$ cat src/rtl/common.sv
// Package common: shared UART constants and the transmitter state encoding.
// Contents:
//   RESET                 active level of rst (synchronous, active-high)
//   NUM_DATA_BITS         data bits per frame (8)
//   BAUD_COUNT_CHECK      terminal count of the baud timer (clk cycles per bit - 1)
//   CLKS_PER_BIT_DEFAULT  clk cycles per bit, shared by the receiver and the transmitter
//   uart_tx_state_t       transmitter FSM states (ST_PARITY only with UART_TX_PARITY_EN)
// Configuration macro: UART_TX_PARITY_EN
package common;

  localparam logic        RESET                = 1'b1;
  localparam int unsigned NUM_DATA_BITS        = 8;
  // 50 MHz clk at 115200 baud -> 434 clk cycles per bit
  localparam int unsigned BAUD_COUNT_CHECK     = 433;
  localparam int unsigned CLKS_PER_BIT_DEFAULT = BAUD_COUNT_CHECK + 1;

  typedef enum logic [2:0] {
    ST_IDLE,
    ST_START,
    ST_DATA,
`ifdef UART_TX_PARITY_EN
    ST_PARITY,
`endif
    ST_STOP
  } uart_tx_state_t;

endpackage

$ cat src/rtl/uart_tx.sv
// uart_tx: single-frame UART transmitter, 8N1 (8E1 with UART_TX_PARITY_EN).
// Serialises one byte per accepted request: start bit 0, 8 data bits LSB first,
// optional even parity bit, stop bit 1. No FIFO; upstream holds requests until busy is low.
//
// Configuration macro: UART_TX_PARITY_EN (defined -> parity bit inserted, 11-bit frame)
//
// Parameters:
//   CLKS_PER_BIT  clk cycles per serial bit (>= 2)
// Ports:
//   clk       in   clock
//   rst       in   synchronous reset, active-high
//   data      in   byte to send, sampled only in the accept cycle
//   tx_start  in   request, accepted when high while idle
//   tx        out  serial line, idle high (registered)
//   busy      out  high from the cycle after accept until the stop bit completes (registered)
//   done      out  one-cycle pulse on the last cycle of the stop bit (registered)
//
// State     | meaning
// ----------+-------------------------------------------------
// ST_IDLE   | line high, waiting for tx_start
// ST_START  | driving the start bit (0)
// ST_DATA   | driving shift_q[0], 8 bits LSB first
// ST_PARITY | driving even parity of the latched byte
// ST_STOP   | driving the stop bit (1); done on its last cycle
module uart_tx
  import common::*;
#(
  parameter int unsigned CLKS_PER_BIT = CLKS_PER_BIT_DEFAULT
) (
  input  logic       clk,
  input  logic       rst,
  input  logic [7:0] data,
  input  logic       tx_start,
  output logic       tx,
  output logic       busy,
  output logic       done
);

  localparam int unsigned     CNT_W    = (CLKS_PER_BIT > 1) ? $clog2(CLKS_PER_BIT) : 1;
  localparam logic [CNT_W-1:0] CNT_LAST = CNT_W'(CLKS_PER_BIT - 1);
  // done is registered, so it is armed one cycle before the last stop-bit cycle
  localparam logic [CNT_W-1:0] CNT_DONE = CNT_W'(CLKS_PER_BIT - 2);
  localparam logic [2:0]       BIT_LAST = 3'(NUM_DATA_BITS - 1);

  uart_tx_state_t           state_q, state_d;
  logic [CNT_W-1:0]         cycle_cnt_q, cycle_cnt_d;
  logic [2:0]               bit_cnt_q, bit_cnt_d;
  logic [NUM_DATA_BITS-1:0] shift_q, shift_d;
  logic                     tx_d, busy_d, done_d;
  logic                     bit_end;
`ifdef UART_TX_PARITY_EN
  logic                     parity_q, parity_d;
`endif

  assign bit_end = (cycle_cnt_q == CNT_LAST);

  always_ff @(posedge clk) begin
    if (rst == RESET) begin
      state_q     <= ST_IDLE;
      cycle_cnt_q <= '0;
      bit_cnt_q   <= '0;
      shift_q     <= '0;
      tx          <= 1'b1;
      busy        <= 1'b0;
      done        <= 1'b0;
`ifdef UART_TX_PARITY_EN
      parity_q    <= 1'b0;
`endif
    end else begin
      state_q     <= state_d;
      cycle_cnt_q <= cycle_cnt_d;
      bit_cnt_q   <= bit_cnt_d;
      shift_q     <= shift_d;
      tx          <= tx_d;
      busy        <= busy_d;
      done        <= done_d;
`ifdef UART_TX_PARITY_EN
      parity_q    <= parity_d;
`endif
    end
  end

  // Outputs are registered, so every transition loads the value the line
  // must carry during the first cycle of the next bit.
  always_comb begin
    state_d     = state_q;
    cycle_cnt_d = cycle_cnt_q;
    bit_cnt_d   = bit_cnt_q;
    shift_d     = shift_q;
    tx_d        = tx;
    busy_d      = busy;
    done_d      = 1'b0;
`ifdef UART_TX_PARITY_EN
    parity_d    = parity_q;
`endif

    if (state_q != ST_IDLE) begin
      cycle_cnt_d = bit_end ? '0 : cycle_cnt_q + CNT_W'(1);
    end

    case (state_q)
      ST_IDLE: begin
        tx_d   = 1'b1;
        busy_d = 1'b0;
        if (tx_start) begin
          state_d     = ST_START;
          shift_d     = data;
          cycle_cnt_d = '0;
          bit_cnt_d   = '0;
          tx_d        = 1'b0;
          busy_d      = 1'b1;
`ifdef UART_TX_PARITY_EN
          parity_d    = ^data;
`endif
        end
      end

      ST_START: begin
        if (bit_end) begin
          state_d = ST_DATA;
          tx_d    = shift_q[0];
        end
      end

      ST_DATA: begin
        if (bit_end) begin
          shift_d = shift_q >> 1;
          if (bit_cnt_q == BIT_LAST) begin
            bit_cnt_d = '0;
`ifdef UART_TX_PARITY_EN
            state_d   = ST_PARITY;
            tx_d      = parity_q;
`else
            state_d   = ST_STOP;
            tx_d      = 1'b1;
`endif
          end else begin
            bit_cnt_d = bit_cnt_q + 3'd1;
            tx_d      = shift_q[1];
          end
        end
      end

`ifdef UART_TX_PARITY_EN
      ST_PARITY: begin
        if (bit_end) begin
          state_d = ST_STOP;
          tx_d    = 1'b1;
        end
      end
`endif

      ST_STOP: begin
        tx_d = 1'b1;
        if (cycle_cnt_q == CNT_DONE) begin
          done_d = 1'b1;
        end
        if (bit_end) begin
          state_d = ST_IDLE;
          busy_d  = 1'b0;
        end
      end

      default: begin
        state_d     = ST_IDLE;
        cycle_cnt_d = '0;
        bit_cnt_d   = '0;
        tx_d        = 1'b1;
        busy_d      = 1'b0;
      end
    endcase
  end

endmodule

$ cat config.mk
export PLATFORM = sky130hd
export DESIGN_NAME = uart_tx
export DESIGN_NICKNAME = d
export VERILOG_FILES = /design/src/rtl/common.sv /design/src/rtl/uart_tx.sv
export SDC_FILE = /design/constraint.sdc
export NUM_CORES = 1
export LEC_CHECK = 0
export CELL_PAD_IN_SITES_DETAIL_PLACEMENT = 1
export CELL_PAD_IN_SITES_GLOBAL_PLACEMENT = 2
export CORE_MARGIN = 3
export CORE_UTILIZATION = 38
export CTS_BUF_LIST = sky130_fd_sc_hd__clkbuf_2 sky130_fd_sc_hd__clkbuf_4 sky130_fd_sc_hd__clkbuf_8
export CTS_CLUSTER_DIAMETER = 200
export CTS_CLUSTER_SIZE = 28
export DETAILED_ROUTE_END_ITERATION = 6
export MAX_ROUTING_LAYER = met4
export PLACE_DENSITY = 0.84
export SLEW_MARGIN = 10
export SYNTH_ARGS = -nofsm -noshare
export SYNTH_HDL_FRONTEND = slang
export SYNTH_SLANG_ARGS = --single-unit
$ cat constraint.sdc
create_clock -name clk -period 3.7 [get_ports clk]
set_input_delay 0.74 -clock clk [delete_from_list [all_inputs] [get_ports clk]]
set_output_delay 0.74 -clock clk [all_outputs]
set_load 0.1 [all_outputs]
* After elaboration in Yosys (flattened, before gate mapping)
Index checks and enable logic that the tools add are counted.
** Cells by class
- Eq/ne operators :: 11
- Multiplexer cells :: 26
- Add/subtract/negate cells :: 2
- Bitwise gates (word level) :: 3
- Reductions and logical operators :: 12
** Operators with widths (count)
- $mux 9 :: 3
- $mux 3 :: 8
- $eq 9x9->1 const B :: 2
- $pmux 9 s2 :: 1
- $mux 8 :: 2
- $pmux 8 s2 :: 1
- $pmux 3 s4 :: 1
- $ne 2x2->1 const B :: 5
- $add 9x1->9 const B :: 1
- $pmux 3 s3 :: 1
- $mux 1 :: 7
- $eq 3x2->1 const B :: 2
- $pmux 1 s3 :: 2
- $reduce_and 3->1 :: 2
- $reduce_or 2->1 :: 3
- $reduce_and 5->1 :: 1
- $reduce_and 2->1 :: 2
- $add 3x1->3 const B :: 1
- $eq 3x1->1 const B :: 1
- $eq 3x3->1 const B :: 1
- $logic_not 3->1 :: 1
- $not 1->1 :: 3
- $reduce_bool 3->1 :: 1
- $reduce_or 3->1 :: 1
- $reduce_bool 2->1 :: 1
** Word-level totals
- Logic and storage cells :: 61
- Input port bits :: 11
- Flip-flop bits (word level) :: 26
- Output and inout port bits :: 3

* Logic depth before layout (Yosys ltp)
- Depth in word-level cells :: 5
- Mapped depth :: 8
- Gate-level depth less buffers :: 6

* Least setup slack after synthesis
Ideal clock, no wire load.
- Path kind :: input -> register
- Start point :: input tx_start
- End point :: register bit_cnt_q[1]
- Library setup time :: 101 ps
- Required time :: 3599 ps
- Arrival time :: 1585 ps
- Buffers on the path :: 2
- Setup slack :: 2014 ps
- Cell stages on the path :: 5
- Cells stage by stage :: nor2b_2 buf_6 or3_1 clkbuf_1 o41ai_1
** Between the ends
- Word-level cells in the longest chain between the ends :: 2
** Ends and longest elaborated chain
- start, declared :: RTL line uart_tx.sv:33 : input logic tx_start,
- $ne 2x2->1 (no line)
- $reduce_and 3->1 (no line)
- end signal, assigned :: RTL line uart_tx.sv:72 : bit_cnt_q <= bit_cnt_d;
- end, declared :: RTL line uart_tx.sv:47 : logic [2:0] bit_cnt_q, bit_cnt_d;
No other way between the ends.
A chain may end at the register's enable or synchronous reset.

* Worst setup path in the final report
- Start point :: register busy
- End point :: output busy
** RTL lines
- start, declared :: RTL line uart_tx.sv:35 : output logic busy,
- start signal, assigned :: RTL line uart_tx.sv:75 : busy <= busy_d;
No word-level cell between the ends.

==> results.tsv <==
metric	value	unit
hold_depth	2	
maxSlewViolCount	0	
fin_setup_tns	0	ns
clock_latency	0.32	ns
post_cts.repair.setup_buffers	0	
criticalPathCategory	reg -> out	
layout_commonest_cell	dfxtp_1	
cts_tree	done	
core-area	0.003390	sq mm
grt_pass1_vias	1144	
antenna_found_initial	0	
grt_usage	16.34	%
cap_viol_max_count	0	
synth-compound-area-share	19.12	%
final_design_area_no_fill	0.001520	sq mm
crit_chain	clkdlybuf4s50_1	
avgSynthCellArea	8.897	sq um
power.switching	0.4255	mW
pre_cts_ws	1.265	ns
final_layout_size_suffix_gt1_share	11.04	%
peakVddDrop	374.5	uV
synth-seq-cells	25	
setup_viol	0	
r2r_setup_slack	1.55	ns
start_kind	register	
drc_errors	0	
drtIter0Drc	57	
cts_made_buffers	3	
finalCritPeriodShare	69.46	%
p_seq_share	39.1	%
synth.area.mux_share	0.7353	%
cp_max_fo	2	
p_per_area	629.9	mW/mm^2
power.total	0.9576	mW
endpoint_kind	output port	
relSlewSlack	34.25	%
netlist_instances	153	
viasPerCell	5.502	
final_util	44.85	%
r2r_cells	6	
min_path_type	reg -> reg	
finalHoldViolCount	0	
status	completed	
vias	1150	
required	2.96	ns
antenna_left	0	
dp_cells	205	
yosys.area_share.simple	25.46	%
skew	0.002554	ns
grt_max_degree	21	
synth-xor-area-share	2.574	%
clk_pin_slew	0.14	ns
cts_sinks	25	
synth_fa_ha_area_share	8.272	%
worst_pin_slew	0.9831	ns
dpl_cell_area	0.001490	sq mm
fin_nets	184	
fmax	389.1	MHz
dieArea	0.004337	sq mm
final_cells	209	
period_minus_slack	2.570	ns
overflow	0	
rows	21	
hold_buffers	0	
initial_core_util	40.16	%
rsz0062_at_grt	false	
area_delta_synth_final	11.67	%
cts-root-buf	clkbuf_4	
ioPinCount	14	
whs	0.4911	ns
dieWidth	65.86	um
n_antenna_cell	0	
synth_top_family_by_area	simple AND/OR/NAND/NOR gates	
place_congestion	0.7503	
post_cts_resized	0	
grt_pass1_wl	5.361	mm
critPathSlowestCell	clkdlybuf4s50_1	
power_frac_comb	47.8	%
crit_family	buffers and inverters	
wl_per_cell	15.10	um
h-tree-depth	1	
die_h	65.86	um
slowest_delay	1.15	ns
ys_seq_area_share	36.76	%
yosysUniqueCellTypes	40	
crit_cells	1	
ys.warnings.count	0	
power_leakage	0.5874	nW
hpwl	2.396	mm
routed_wl	3.156	mm
fin_ws	1.130	ns
io_buffers	13	
p_int	0.5321	mW
path_buf_inv	1	
worstPathArrival	1.83	ns
sw_frac_of_total	44.43	%
clk_path_buf_depth	2	
clkPwrFrac	13.2	%
first_pass_iters	4	
synth.cell_area	0.001361	sq mm
synth_nets	173	
final_cell_mix	25 x dfxtp_1, 23 x nor2_1, 15 x nand2_1, 13 x clkdlybuf4s50_1, 9 x ha_1	
-- cell usage after synthesis (all sizes together) --
library cell | number | area, sq um
nor3 | 2 | 10.01
nand3 | 7 | 35.03
a31oi | 3 | 18.77
inv | 8 | 30.03
mux2i | 1 | 10.01
o221a | 7 | 78.83
a221o | 1 | 10.01
xor2 | 2 | 17.52
nand2 | 17 | 73.82
or3 | 6 | 37.54
a21boi | 2 | 15.02
clkbuf | 2 | 7.510
and4b | 1 | 10.01
xnor2 | 2 | 17.52
a21oi | 3 | 15.01
a211oi | 3 | 22.52
o31ai | 1 | 7.510
dlygate4sd1 | 1 | 8.760
and4bb | 1 | 16.27
nand4 | 2 | 12.51
a32oi | 1 | 8.760
o41ai | 3 | 26.28
buf | 5 | 50.04
nand4b | 2 | 23.77
ha | 9 | 112.6
nor2 | 23 | 86.33
nor2b | 2 | 15.02
o211a | 1 | 10.01
o211ai | 5 | 37.54
o21ai | 2 | 10.01
dfxtp | 25 | 500.5
and4 | 2 | 18.77
nand3b | 1 | 7.510
-- state kept, by name (all words and copies together) (netlist names) --
name,flops
tx,1
cycle_cnt_q,9
done,1
state_q,2
shift_q,8
busy,1
bit_cnt_q,3
-- power by group through the flow --
stage	Clock [mW]	Combinational, mW	Sequential [mW]
6_report	0.126	0.457	0.374
5_1_grt	0.144	0.505	0.382
4_1_cts	0.134	0.462	0.374
3_5_place_dp	0	0.458	0.379
3_3_place_gp	0	0.441	0.378
2_1_floorplan	0	0.296	0.444
-- worst paths after layout --
path,to,start
worst max-delay path,busy,busy
worst min-delay path,shift_q[7],shift_q[7]
worst max register to register,shift_q[1],state_q[0]
worst min register to register,shift_q[7],shift_q[7]
-- worst min-delay path, cell delays in order, from the launching register on --
cell and delay (ns):
dfxtp_1 0.34, nand3_1 0.06, a21oi_1 0.06
-- layout make-up --
type                       count  area, sq um
inverter                       8        30.03
multi-input combinational    112        764.5
fill                         393         1869
clock inverter                 1        7.507
sequential                    25        500.5
clock buffer                   3        22.52
timing repair buffer          14        137.6
tap                           46        57.56
-- logic make-up after synthesis --
logic type               after synthesis
AND/OR/NAND/NOR                       66
multiplexers                           1
adder cells (fa/ha/maj)                9
XOR/XNOR                               4
flip-flops                            25
buffers and inverters                 16
AO/OA/AOI/OAI                         32
-- layer usage --
layer / global-route usage [%] / routed length (um) / vias up
li1: - / - / 576
met1: 20.48 / 1492 / 557
met2: 26.53 / 1541 / 15
met3: 4.422 / 101 / 2
met4: 3.109 / 20 / 0
met5: - / 0 / -
Power figures use the tool's default switching activity.
